File: src/rtl/uart_pkg.sv
`default_nettype none
// ============================================================================
// Module   : uart_pkg
// Purpose  : Shared UART definitions used by the transmitter and receiver:
//            FSM state encoding, default frame geometry, and parity modes.
// Ports    : none (package)
// Config   : UART_TX_PARITY_EN enables the PARITY state in the transmitter.
// Revision : 1.0 - initial release
// ============================================================================
package uart_pkg;

  typedef enum logic [2:0] {
    S_IDLE   = 3'd0,
    S_START  = 3'd1,
    S_DATA   = 3'd2,
    S_PARITY = 3'd3,
    S_STOP   = 3'd4
  } uart_state_t;

  localparam int c_default_data_w     = 8;
  localparam int c_default_oversample = 4;

  localparam logic c_parity_even = 1'b0;
  localparam logic c_parity_odd  = 1'b1;

endpackage
`default_nettype wire

File: src/rtl/uart_bit_timer.sv
`default_nettype none
// ============================================================================
// Module   : uart_bit_timer
// Purpose  : Counts baud Tick strobes and flags the last Tick of each bit
//            period (OVERSAMPLE Ticks per bit).
// Ports    : Clk     - system clock
//            Rst     - synchronous active-high reset
//            clear   - hold the count at zero; Ticks are ignored while high
//            Tick    - single-cycle baud enable strobe
//            bit_end - high on the Tick that completes a bit period
// Config   : UART_TX_PARITY_EN (not used in this module)
// Revision : 1.0 - initial release
// ============================================================================
module uart_bit_timer
  import uart_pkg::*;
#(
  parameter int OVERSAMPLE = c_default_oversample
) (
  input  logic Clk,
  input  logic Rst,
  input  logic clear,
  input  logic Tick,
  output logic bit_end
);

  // Keep at least one counter bit so OVERSAMPLE=1 still elaborates.
  localparam int CNT_W = (OVERSAMPLE > 1) ? $clog2(OVERSAMPLE) : 1;
  localparam logic [CNT_W-1:0] c_last = CNT_W'(OVERSAMPLE - 1);

  logic [CNT_W-1:0] r_cnt;
  logic             w_last;

  assign w_last  = (r_cnt == c_last);
  // A Tick landing while clear is high (e.g. the accept cycle) never counts.
  assign bit_end = Tick & ~clear & w_last;

  always_ff @(posedge Clk) begin
    if (Rst || clear) begin
      r_cnt <= '0;
    end else if (Tick) begin
      r_cnt <= w_last ? '0 : r_cnt + 1'b1;
    end
  end

endmodule
`default_nettype wire

File: src/rtl/uart_tx_param.sv
`default_nettype none
// ============================================================================
// Module   : uart_tx_param
// Purpose  : Parametrised UART transmitter. One frame per TxValid/TxReady
//            handshake: start bit, 1..DATA_W data bits LSB-first, optional
//            parity bit, then 1 or 2 stop bits; each bit lasts OVERSAMPLE
//            Tick strobes.
// Ports    : Clk, Rst            - clock, synchronous active-high reset
//            Tick                - baud enable strobe
//            TxValid / TxReady   - frame request / accept handshake
//            TxData, NBits       - payload and bit count (0 or >DATA_W = DATA_W)
//            StopBits2           - 0: one stop bit, 1: two stop bits
//            ParityEn, ParityOdd - parity enable / odd select (macro only)
//            Tx                  - registered serial output, idle high
//            TxBusy              - frame in progress
//            TxDone              - one-cycle pulse at frame end
// Config   : define UART_TX_PARITY_EN to add the parity ports and state.
// Revision : 1.0 - initial release
// ============================================================================
module uart_tx_param
  import uart_pkg::*;
#(
  parameter int DATA_W     = c_default_data_w,
  parameter int OVERSAMPLE = c_default_oversample,
  parameter int NB_W       = 4
) (
  input  logic              Clk,
  input  logic              Rst,
  input  logic              Tick,
  input  logic              TxValid,
  output logic              TxReady,
  input  logic [DATA_W-1:0] TxData,
  input  logic [NB_W-1:0]   NBits,
  input  logic              StopBits2,
`ifdef UART_TX_PARITY_EN
  input  logic              ParityEn,
  input  logic              ParityOdd,
`endif
  output logic              Tx,
  output logic              TxBusy,
  output logic              TxDone
);

  localparam logic [NB_W-1:0] c_data_w_nb = NB_W'(DATA_W);

  uart_state_t       r_state,    n_state;
  logic [DATA_W-1:0] r_shift,    n_shift;
  logic [NB_W-1:0]   r_bit_idx,  n_bit_idx;
  logic [NB_W-1:0]   r_last_idx, n_last_idx;
  logic              r_stop2,    n_stop2;   // second stop bit still pending
  logic              r_tx,       n_tx;
  logic              r_done,     n_done;

  logic              w_accept;
  logic              w_bit_end;
  logic [NB_W-1:0]   w_nbits_eff;
  logic              w_par_en;
  logic              w_par_tx;

`ifdef UART_TX_PARITY_EN
  logic r_par_en,  n_par_en;
  logic r_par_odd, n_par_odd;
  logic r_parity,  n_parity;   // running XOR of data bits already sent
  assign w_par_en = r_par_en;
  assign w_par_tx = n_parity ^ r_par_odd;
`else
  assign w_par_en = 1'b0;
  assign w_par_tx = 1'b1;
`endif

  assign w_accept    = TxValid && (r_state == S_IDLE);
  assign w_nbits_eff = ((NBits == '0) || (NBits > c_data_w_nb)) ? c_data_w_nb : NBits;

  // Timer is held cleared in IDLE so the first counted Tick is the one after
  // accept, and a Tick coincident with accept is dropped.
  uart_bit_timer #(
    .OVERSAMPLE (OVERSAMPLE)
  ) u_bit_timer (
    .Clk     (Clk),
    .Rst     (Rst),
    .clear   (r_state == S_IDLE),
    .Tick    (Tick),
    .bit_end (w_bit_end)
  );

  always_comb begin
    n_state    = r_state;
    n_shift    = r_shift;
    n_bit_idx  = r_bit_idx;
    n_last_idx = r_last_idx;
    n_stop2    = r_stop2;
    n_done     = 1'b0;
`ifdef UART_TX_PARITY_EN
    n_par_en   = r_par_en;
    n_par_odd  = r_par_odd;
    n_parity   = r_parity;
`endif

    case (r_state)
      S_IDLE: begin
        if (w_accept) begin
          n_state    = S_START;
          n_shift    = TxData;
          n_bit_idx  = '0;
          n_last_idx = w_nbits_eff - 1'b1;
          n_stop2    = StopBits2;
`ifdef UART_TX_PARITY_EN
          n_par_en   = ParityEn;
          n_par_odd  = ParityOdd;
          n_parity   = 1'b0;
`endif
        end
      end
      S_START: begin
        if (w_bit_end) n_state = S_DATA;
      end
      S_DATA: begin
        if (w_bit_end) begin
`ifdef UART_TX_PARITY_EN
          n_parity = r_parity ^ r_shift[0];
`endif
          if (r_bit_idx == r_last_idx) begin
            n_state = w_par_en ? S_PARITY : S_STOP;
          end else begin
            n_shift   = r_shift >> 1;
            n_bit_idx = r_bit_idx + 1'b1;
          end
        end
      end
      S_PARITY: begin
        if (w_bit_end) n_state = S_STOP;
      end
      S_STOP: begin
        if (w_bit_end) begin
          if (r_stop2) begin
            n_stop2 = 1'b0;
          end else begin
            n_state = S_IDLE;
            n_done  = 1'b1;
          end
        end
      end
      default: n_state = S_IDLE;
    endcase

    // Line level follows the state being entered so Tx is a clean register.
    case (n_state)
      S_START:  n_tx = 1'b0;
      S_DATA:   n_tx = n_shift[0];
      S_PARITY: n_tx = w_par_tx;
      default:  n_tx = 1'b1;
    endcase
  end

  always_ff @(posedge Clk) begin
    if (Rst) begin
      r_state    <= S_IDLE;
      r_shift    <= '0;
      r_bit_idx  <= '0;
      r_last_idx <= '0;
      r_stop2    <= 1'b0;
      r_tx       <= 1'b1;
      r_done     <= 1'b0;
`ifdef UART_TX_PARITY_EN
      r_par_en   <= 1'b0;
      r_par_odd  <= 1'b0;
      r_parity   <= 1'b0;
`endif
    end else begin
      r_state    <= n_state;
      r_shift    <= n_shift;
      r_bit_idx  <= n_bit_idx;
      r_last_idx <= n_last_idx;
      r_stop2    <= n_stop2;
      r_tx       <= n_tx;
      r_done     <= n_done;
`ifdef UART_TX_PARITY_EN
      r_par_en   <= n_par_en;
      r_par_odd  <= n_par_odd;
      r_parity   <= n_parity;
`endif
    end
  end

  assign Tx      = r_tx;
  assign TxDone  = r_done;
  assign TxReady = (r_state == S_IDLE);
  assign TxBusy  = (r_state != S_IDLE);

endmodule
`default_nettype wire
File: config.mk
export PLATFORM = sky130hd
export DESIGN_NAME = uart_tx_param
export DESIGN_NICKNAME = d
export VERILOG_FILES = /design/src/rtl/uart_pkg.sv /design/src/rtl/uart_bit_timer.sv /design/src/rtl/uart_tx_param.sv
export SDC_FILE = /design/constraint.sdc
export NUM_CORES = 1
export LEC_CHECK = 0
export ABC_CLOCK_PERIOD_IN_PS = 3400
export CELL_PAD_IN_SITES_DETAIL_PLACEMENT = 1
export CELL_PAD_IN_SITES_GLOBAL_PLACEMENT = 2
export CORE_AREA = 2 2 63 65
export CTS_CLUSTER_DIAMETER = 120
export DETAILED_ROUTE_END_ITERATION = 8
export DIE_AREA = 0 0 65 67
export PLACE_DENSITY_LB_ADDON = 0.1
export REMOVE_ABC_BUFFERS = 1
export SLEW_MARGIN = 20
export SYNTH_ARGS = -nofsm -noshare
export SYNTH_HDL_FRONTEND = slang
export SYNTH_SLANG_ARGS = --single-unit
File: constraint.sdc
create_clock -name Clk -period 3.4 [get_ports Clk]
set_input_delay 0.68 -clock Clk [delete_from_list [all_inputs] [get_ports Clk]]
set_output_delay 0.68 -clock Clk [all_outputs]
set_load 0.01 [all_outputs]
-- Word-level counts from Yosys, hierarchy flattened
Index checks and enable logic that the tools add are counted.
- register bits: 24
- add/subtract/negate cells: 3
- order comparisons: 1
- equality and inequality tests: 12
- mux-type cells: 23
- bitwise logic cells: 5
- reductions and logical operators: 12
- operators by type and width (cell ; number):
    $mux W8 ; 3
    $mux W3 ; 7
    $mux W4 ; 4
    $pmux W8 S2 ; 1
    $pmux W3 S5 ; 1
    $eq A3 B2 Y1 const B ; 3
    $pmux W4 S2 ; 1
    $eq A3 B1 Y1 const B ; 2
    $add A4 B1 Y4 const B ; 1
    $eq A4 B4 Y1 ; 1
    $gt A4 B4 Y1 const B ; 1
    $logic_not A4 Y1 ; 1
    $ne A2 B1 Y1 const B ; 2
    $ne A2 B2 Y1 const B ; 2
    $pmux W1 S2 ; 2
    $reduce_and A4 Y1 ; 1
    $reduce_bool A2 Y1 ; 2
    $sub A4 B1 Y4 const B ; 1
    $eq A3 B3 Y1 const B ; 1
    $logic_not A3 Y1 ; 1
    $mux W1 ; 3
    $not A1 Y1 ; 3
    $reduce_and A3 Y1 ; 1
    $reduce_bool A3 Y1 ; 1
    other kinds (8) ; 10

-- Depth between registers and ports, before layout
Gate-level depths: netlist of the first run.
- word-level depth: 8
- gate-level depth with buffers: 7
- depth with buffers taken out: 6

-- By module
From an unflattened synthesis of the first run, not the netlist that was laid out.
- cell total of the unflattened synthesis: 128
- area total of the unflattened synthesis: 1151.1 µm²
- by module, submodules not included (module ; instances ; cells each ; area an instance (µm²)):
    uart_tx_param ; 1 ; 119 ; 1047.3
    uart_bit_timer ; 1 ; 9 ; 103.8

-- Least setup slack after synthesis of the first run
No wires, ideal clock.
- path type: input -> register
- start: input port Tick
- end: register r_tx, in the netlist Tx
- setup time: 0.139 ns
- arrival: 1.577 ns
- required time: 3.261 ns
- setup slack: 1.684 ns
- stages on the path: 6
- cells stage by stage: nand2_1 and2b_2 and2_4 buf_6 a21oi_1 a22oi_2
- cells in the longest elaborated chain, start to end: 6
- ends and longest elaborated chain (element ; line ; source):
    start: declaration ; uart_tx_param.sv:29 ; input logic Tick,
    $and A1 B1 Y1 (*) (2 in series) ; uart_bit_timer.sv:35 ; assign bit_end = Tick & ~clear & w_last;
    $mux W3, on equally long branches ; - ;
    $pmux W3 S5 ; uart_tx_param.sv:99 ; case (r_state)
    $eq A3 B2 Y1 or $eq A3 B1 Y1 (tied branches) ; uart_tx_param.sv:147 ; case (n_state)
    $pmux W1 S2 (*) ; uart_tx_param.sv:147 ;
    end signal: assignment ; uart_tx_param.sv:175 ; r_tx <= n_tx;
    end: declaration ; uart_tx_param.sv:51 ; logic r_tx, n_tx;
Mark *: on every way between the ends. The rest lies on a longest branch, timed or not. The select of a mux whose other input is x is not followed.
A chain may end at the register's enable or synchronous reset.

-- Worst setup path in the final report of the first run
- start: register r_state[0]
- end: output port TxReady
- cells in the longest elaborated chain, start to end: 1
- ends and longest elaborated chain (element ; line ; source):
    start: declaration ; uart_tx_param.sv:46 ; uart_state_t r_state, n_state;
    start signal: assignment ; uart_tx_param.sv:170 ; r_state <= n_state;
    $logic_not A3 Y1 ; uart_tx_param.sv:187 ; assign TxReady = (r_state == S_IDLE);
    end: declaration ; uart_tx_param.sv:31 ; output logic TxReady,
No other way between the ends.

==> flow_summary_export.csv, run 1 <==
group,metric,value,unit
timing,fin_tns_setup,0,ps
synthesis,synth.avg_cell_area,9.35,um2
global_route,grt_pass1_wl,4520,um
timing,rsz0062_at_grt,"no",
hold_path,hold_depth,2,
setup_path,worstPathRequired,2720,ps
hold_path,hold_path_startpoint,"r_shift[3]$_SDFFE_PP0P_",
place,hpwl,1810,um
power_and_ir_drop,p_total,0.584,mW
timing,slew_violations,0,
detailed_routing,wl_met3,85,um
layout,mostFrequentLayoutCell,"dfxtp_1",
detailed_routing,vias,949,
detailed_routing,viasPerCell,4.94,
setup_path,critical_path_class,"flip-flop to output port",
synthesis,synthArstFlopShare,0,
synthesis,ys_ff_latch,24,
floorplanning,fp.dieH,67,um
place,gp_congestion,0.725,
floorplanning,rows,22,
detailed_routing,wl_met1,1110,um
synthesis,synth_edf_count,0,
setup_path,worstReg2RegEnd,"r_bit_idx[1]$_SDFFE_PP0P_",
timing,tightest_slew,521,ps
clocking,cts_buffer_depth,2,
clocking,cts_tree,"yes",
timing,max_freq,0.437,GHz
clocking,cts_made_buffers,3,
floorplanning,ios,21,
hold_path,hp-class,"flip-flop to flip-flop",
timing,fin_crit,2290,ps
clocking,clock_latency,270,ps
detailed_routing,drtIter0Drc,12,
global_route,grt_max_degree,22,
layout,fin_area,0.00145,mm2
timing,relSlewSlack,0.652,
hold_path,hold-path-endpoint,"r_shift[3]$_SDFFE_PP0P_",
setup_path,r2r_setup_slack,1670,ps
clocking,htreeDepth,1,
layout,diodes,0,
clocking,post_cts_buffers,0,
layout,nets,165,
place,port_buffers,20,
global_route,grt_pass1_vias,977,
clocking,path_clk_slew,80,ps
place,dp_cells,188,
setup_path,cp-startpoint,"r_state[0]$_SDFF_PP0_",
power_and_ir_drop,power_density,402,mW/mm2
detailed_routing,drtAntennaViolNets,0,
timing,setup_viol,0,
synthesis,seq_area_frac_synth,0.418,
synthesis,ys_warn_count,0,
synthesis,synth.distinct_cells,39,
floorplanning,initial_core_util,0.319,
place,placement.cell_area,0.00140,mm2
detailed_routing,drt_pass1_iterations,4,
run,cap_violations,0,
detailed_routing,highest_layer,"met4",
layout,drive_gt1_frac,0.118,
setup_path,arrival,1610,ps
detailed_routing,dr_wl_met2,1280,um
clocking,ctsHoldBuffers,0,
synthesis,synthCells,123,
setup_path,path_max_fanout,6,
timing,hold_viol_final,0,
clocking,cts_sinks,24,
setup_path,end_kind,"output port",
setup_path,timing.rr.start,"u_bit_timer.r_cnt[0]$_SDFFE_PP0P_",
synthesis,netlist_area,0.00115,mm2
detailed_routing,drt-total-wl,2560,um
layout,utilization,0.402,
layout,area_growth,26.2,%
synthesis,yosys_most_used_dff,"dfxtp_1",
power_and_ir_drop,p_leak,0.534,nW
layout,most-common-layout-cells,"dfxtp_1 (24), clkdlybuf4s50_1 (20), nand2_1 (16)",
setup_path,critPathLaunchType,"flip-flop",
floorplanning,die_area,0.00436,mm2
power_and_ir_drop,ir_drop,0.153,mV
timing,finClkSkew,4.31,ps
detailed_routing,routed_wire_length_per_instance,13.3,um
clocking,ctsResizeCount,0,
status,status,"complete, no violations",
timing,period_share,0.673,
floorplanning,die_x,65,um
global_route,track_usage,0.140,
layout,stdcell_count,192,
global_route,antenna_found_initial,0,
clocking,cts_root_buf,"clkbuf_8",
global_route,grt_overflow,0,
floorplanning,core,0.00361,mm2
setup_path,r2r_cells,6,
detailed_routing,drc,0,
## area by class of cell
cell class / instances / area (um2)
fillers: 435 / 2150
clock buffers: 4 / 55.1
multi-input cells: 91 / 629
repair buffers: 22 / 215
inverters: 3 / 11.3
well taps: 48 / 60.1
flip-flops and latches: 24 / 480
## per-layer routing
layer,track usage,vias up
met3,0.0304,8
li1,-,477
met5,0,-
met1,0.161,446
met4,0.0878,0
met2,0.237,18
## where the power goes
part | total (mW) | internal, mW | switching, mW
clock | 0.195 | 0.104 | 0.0915
sequential | 0.303 | 0.293 | 0.00965
combinational | 0.0863 | 0.0465 | 0.0397
total | 0.584 | 0.443 | 0.141
## flip-flops by register name, indices dropped and copies added, names as in the netlist
name / flops
u_bit_timer.r_cnt: 2
r_state: 3
r_bit_idx: 4
TxDone: 1
r_shift: 8
r_last_idx: 4
Tx: 1
r_stop2: 1
## worst max-delay path by stage
stage / slack [ps] / cells after the start / end
2_1_floorplan: 1590 / 4 / r_bit_idx[1]$_SDFFE_PP0P_
3_3_place_gp: 1050 / 6 / r_bit_idx[1]$_SDFFE_PP0P_
3_5_place_dp: 1010 / 6 / r_bit_idx[1]$_SDFFE_PP0P_
4_1_cts: 1080 / 2 / TxReady
5_1_grt: 980 / 2 / TxReady
6_report: 1110 / 2 / TxReady
## synth_stat cells, drive strengths merged, types with 2 or more instances
library cell / count / area share
a211oi: 2 / 0.013
a21oi: 15 / 0.069
a22oi: 8 / 0.057
buf: 2 / 0.014
clkbuf: 3 / 0.011
dfxtp: 24 / 0.42
ha: 3 / 0.033
inv: 3 / 0.0098
mux2i: 3 / 0.026
nand2: 16 / 0.052
nand2b: 3 / 0.016
nand3: 3 / 0.013
nor2: 7 / 0.023
nor2b: 2 / 0.011
nor3: 6 / 0.030
nor3b: 2 / 0.017
xnor2: 5 / 0.058
xor2: 2 / 0.015
## through the flow
step	hold slack [ps]	setup slack [ps]
after global routing	483	983
final	462	1110
after global placement	450	1050
after CTS	467	1080
after floorplan	415	1590
after detailed placement	453	1010
## critical path, cell delays in order (launching register included)
cell and delay [ps]:
dfxtp_1 400, nor3_2 340, clkdlybuf4s50_1 600
## cells by family (layout without fill, tap and decap cells)
logic type                 after synthesis  count (layout)  synth area share
adders and majority gates                3               3            0.0326
xor gates and xnor gates                 7               7            0.0729
AOI/OAI and AO/OA                       30              30             0.170
and+or+nand+nor                         48              48             0.246
DFF                                     24              24             0.418
muxes                                    3               3            0.0261
buffers and inverters                    8              29            0.0348
No activity file was read; power rests on OpenSTA's default activity.
==> run 2: changes to the inputs <==
Settings changed: ABC_CLOCK_PERIOD_IN_PS 3400 to 1800, CORE_AREA 2 2 63 65 to 2 2 68 70, DIE_AREA 0 0 65 67 to 0 0 70 72.
Clock period 3.4 ns to 1.8 ns, I/O delays scaled along.
==> flow_summary_export.csv, run 2 (same netlist as run 1, synthesis figures left out) <==
group,metric,value,unit
status,status,"complete, no violations",
setup_path,critPathLaunchType,"input port",
setup_path,end_kind,"flip-flop",
detailed_routing,viasPerCell,4.66,
detailed_routing,drt_pass1_iterations,4,
floorplanning,ios,21,
layout,diodes,0,
layout,mostFrequentLayoutCell,"dfxtp_1",
global_route,grt_overflow,0,
timing,max_freq,0.635,GHz
setup_path,timing.rr.start,"u_bit_timer.r_cnt[0]$_SDFFE_PP0P_",
floorplanning,fp.dieH,72,um
run,cap_violations,0,
layout,n_fill_cell,508,
layout,drive_gt1_frac,0.180,
clocking,post_cts_buffers,0,
setup_path,critical_path_class,"input port to flip-flop",
detailed_routing,routed_wire_length_per_instance,13.3,um
setup_path,r2r_cells,7,
clocking,htreeDepth,1,
power_and_ir_drop,power_density,799,mW/mm2
power_and_ir_drop,ir_drop,0.317,mV
floorplanning,rows,24,
clocking,cts_tree,"yes",
clocking,cts_sinks,24,
setup_path,cp-startpoint,"Tick",
place,dpl_worst_slack,-92.5,ps
global_route,grt_pass1_wl,4730,um
floorplanning,die_x,70,um
timing,fin_crit,1580,ps
global_route,antenna_found_initial,0,
timing,slew_violations,0,
detailed_routing,drc,0,
detailed_routing,drt-total-wl,2690,um
timing,relSlewSlack,0.763,
setup_path,worstSetupEndpoint,"r_bit_idx[3]$_SDFFE_PP0P_",
setup_path,arrival,1770,ps
clocking,cts_buffer_depth,2,
place,hpwl,2040,um
floorplanning,die_area,0.00504,mm2
place,gp_congestion,0.678,
timing,tightest_slew,355,ps
layout,area_growth,33.4,%
timing,rsz0062_at_grt,"no",
clocking,clock_latency,270,ps
detailed_routing,drtAntennaViolNets,0,
layout,most-common-layout-cells,"dfxtp_1 (21), clkdlybuf4s50_1 (18), nand2_1 (15)",
global_route,grt_max_degree,21,
setup_path,worstPathRequired,1990,ps
timing,fin_ws,224,ps
setup_path,r2r_setup_slack,230,ps
hold_path,hp-class,"flip-flop to flip-flop",
floorplanning,initial_core_util,0.270,
clocking,cts_made_buffers,3,
clocking,cts_root_buf,"clkbuf_8",
power_and_ir_drop,p_leak,0.588,nW
layout,reg_top3,"r_shift: 8 flops, r_bit_idx: 4 flops, r_last_idx: 4 flops",
global_route,grt_pass1_vias,1058,
timing,hold_viol_final,0,
layout,nets,171,
layout,stdcell_count,202,
setup_path,worstReg2RegEnd,"r_shift[4]$_SDFFE_PP0P_",
layout,utilization,0.360,
detailed_routing,drtIter0Drc,16,
global_route,track_usage,0.118,
setup_path,path_max_fanout,7,
timing,finClkSkew,2.16,ps
place,port_buffers,20,
place,dp_cells,198,
floorplanning,core,0.00426,mm2
detailed_routing,vias,942,
layout,regMostFlops,"r_shift",
clocking,ctsHoldBuffers,0,
timing,period_share,0.875,
clocking,path_clk_slew,90,ps
timing,setup_viol,0,
layout,largest_reg_flops,8,
[run 2: cell types whose count changed in the layout (fill, tap and decap cells not counted), moves of 2 or more]
cell | before | now
buf_4 | 2 | 8
clkdlybuf4s50_1 | 20 | 18
dfxtp_2 | 0 | 2
dfxtp_1 | 24 | 21
[run 2: through the flow]
step | total power, mW | cell area (um2) | TNS [ps] | hold slack, ps
6_report | 1.23 | 1530 | 0 | 461
5_1_grt | 1.29 | 1530 | 0 | 494
4_1_cts | 1.26 | 1530 | 0 | 465
3_5_place_dp | 0.763 | 1450 | -826 | 451
3_3_place_gp | 0.758 | 1450 | -306 | 449
2_1_floorplan | 0.669 | 1120 | 0 | 415
[run 2: worst max-delay path, cell delays in order]
cell and delay, ps:
clkdlybuf4s50_1 500, nand2_2 100, and2b_2 280, buf_4 120, nand3_1 100, xor2_1 160
nor3_1 140
[run 2: worst min-delay path by stage]
| stage | start | to | slack [ps] | cells after the start |
|---|---|---|---|---|
| after floorplan | r_stop2$_SDFFE_PP0P_ | TxDone$_SDFF_PP0_ | 410 | 1 |
| final | r_shift[2]$_SDFFE_PP0P_ | r_shift[2]$_SDFFE_PP0P_ | 460 | 2 |
| after CTS | r_shift[2]$_SDFFE_PP0P_ | r_shift[2]$_SDFFE_PP0P_ | 460 | 2 |
| after detailed placement | r_shift[2]$_SDFFE_PP0P_ | r_shift[2]$_SDFFE_PP0P_ | 450 | 2 |
| after global routing | r_shift[3]$_SDFFE_PP0P_ | r_shift[3]$_SDFFE_PP0P_ | 490 | 2 |
| after global placement | r_shift[3]$_SDFFE_PP0P_ | r_shift[3]$_SDFFE_PP0P_ | 450 | 2 |
[run 2: area by class of cell]
type	count	area, um2	share of cell area
Multi-Input combinational cell	91	638	0.416
Sequential cell	24	487	0.317
Timing Repair Buffer	28	262	0.170
Tap cell	52	65.1	0.0424
Clock buffer	3	41.3	0.0269
Clock inverter	1	30.0	0.0196
Inverter	3	11.3	0.00734
[run 2: what timing repair did]
| item | 4_1_cts | 5_1_grt |
|---|---|---|
| endpoints found under the setup margin | 2 | 2 |
| pin swaps | 1 | 0 |
| gates resized for setup | 5 | 3 |
[run 2: power breakdown]
group	internal (mW)	switching [mW]	total, mW	leakage, nW
Combinational	0.0942	0.0778	0.172	0.355
Clock	0.298	0.185	0.483	0.0357
Sequential	0.553	0.0192	0.572	0.198
Total	0.944	0.282	1.23	0.588
[run 2: metal layers]
layer	part of all wire	GRT usage
met1	0.45	0.133
met4	0.012	0.0385
met5	0	0
met2	0.50	0.222
met3	0.035	0.0264
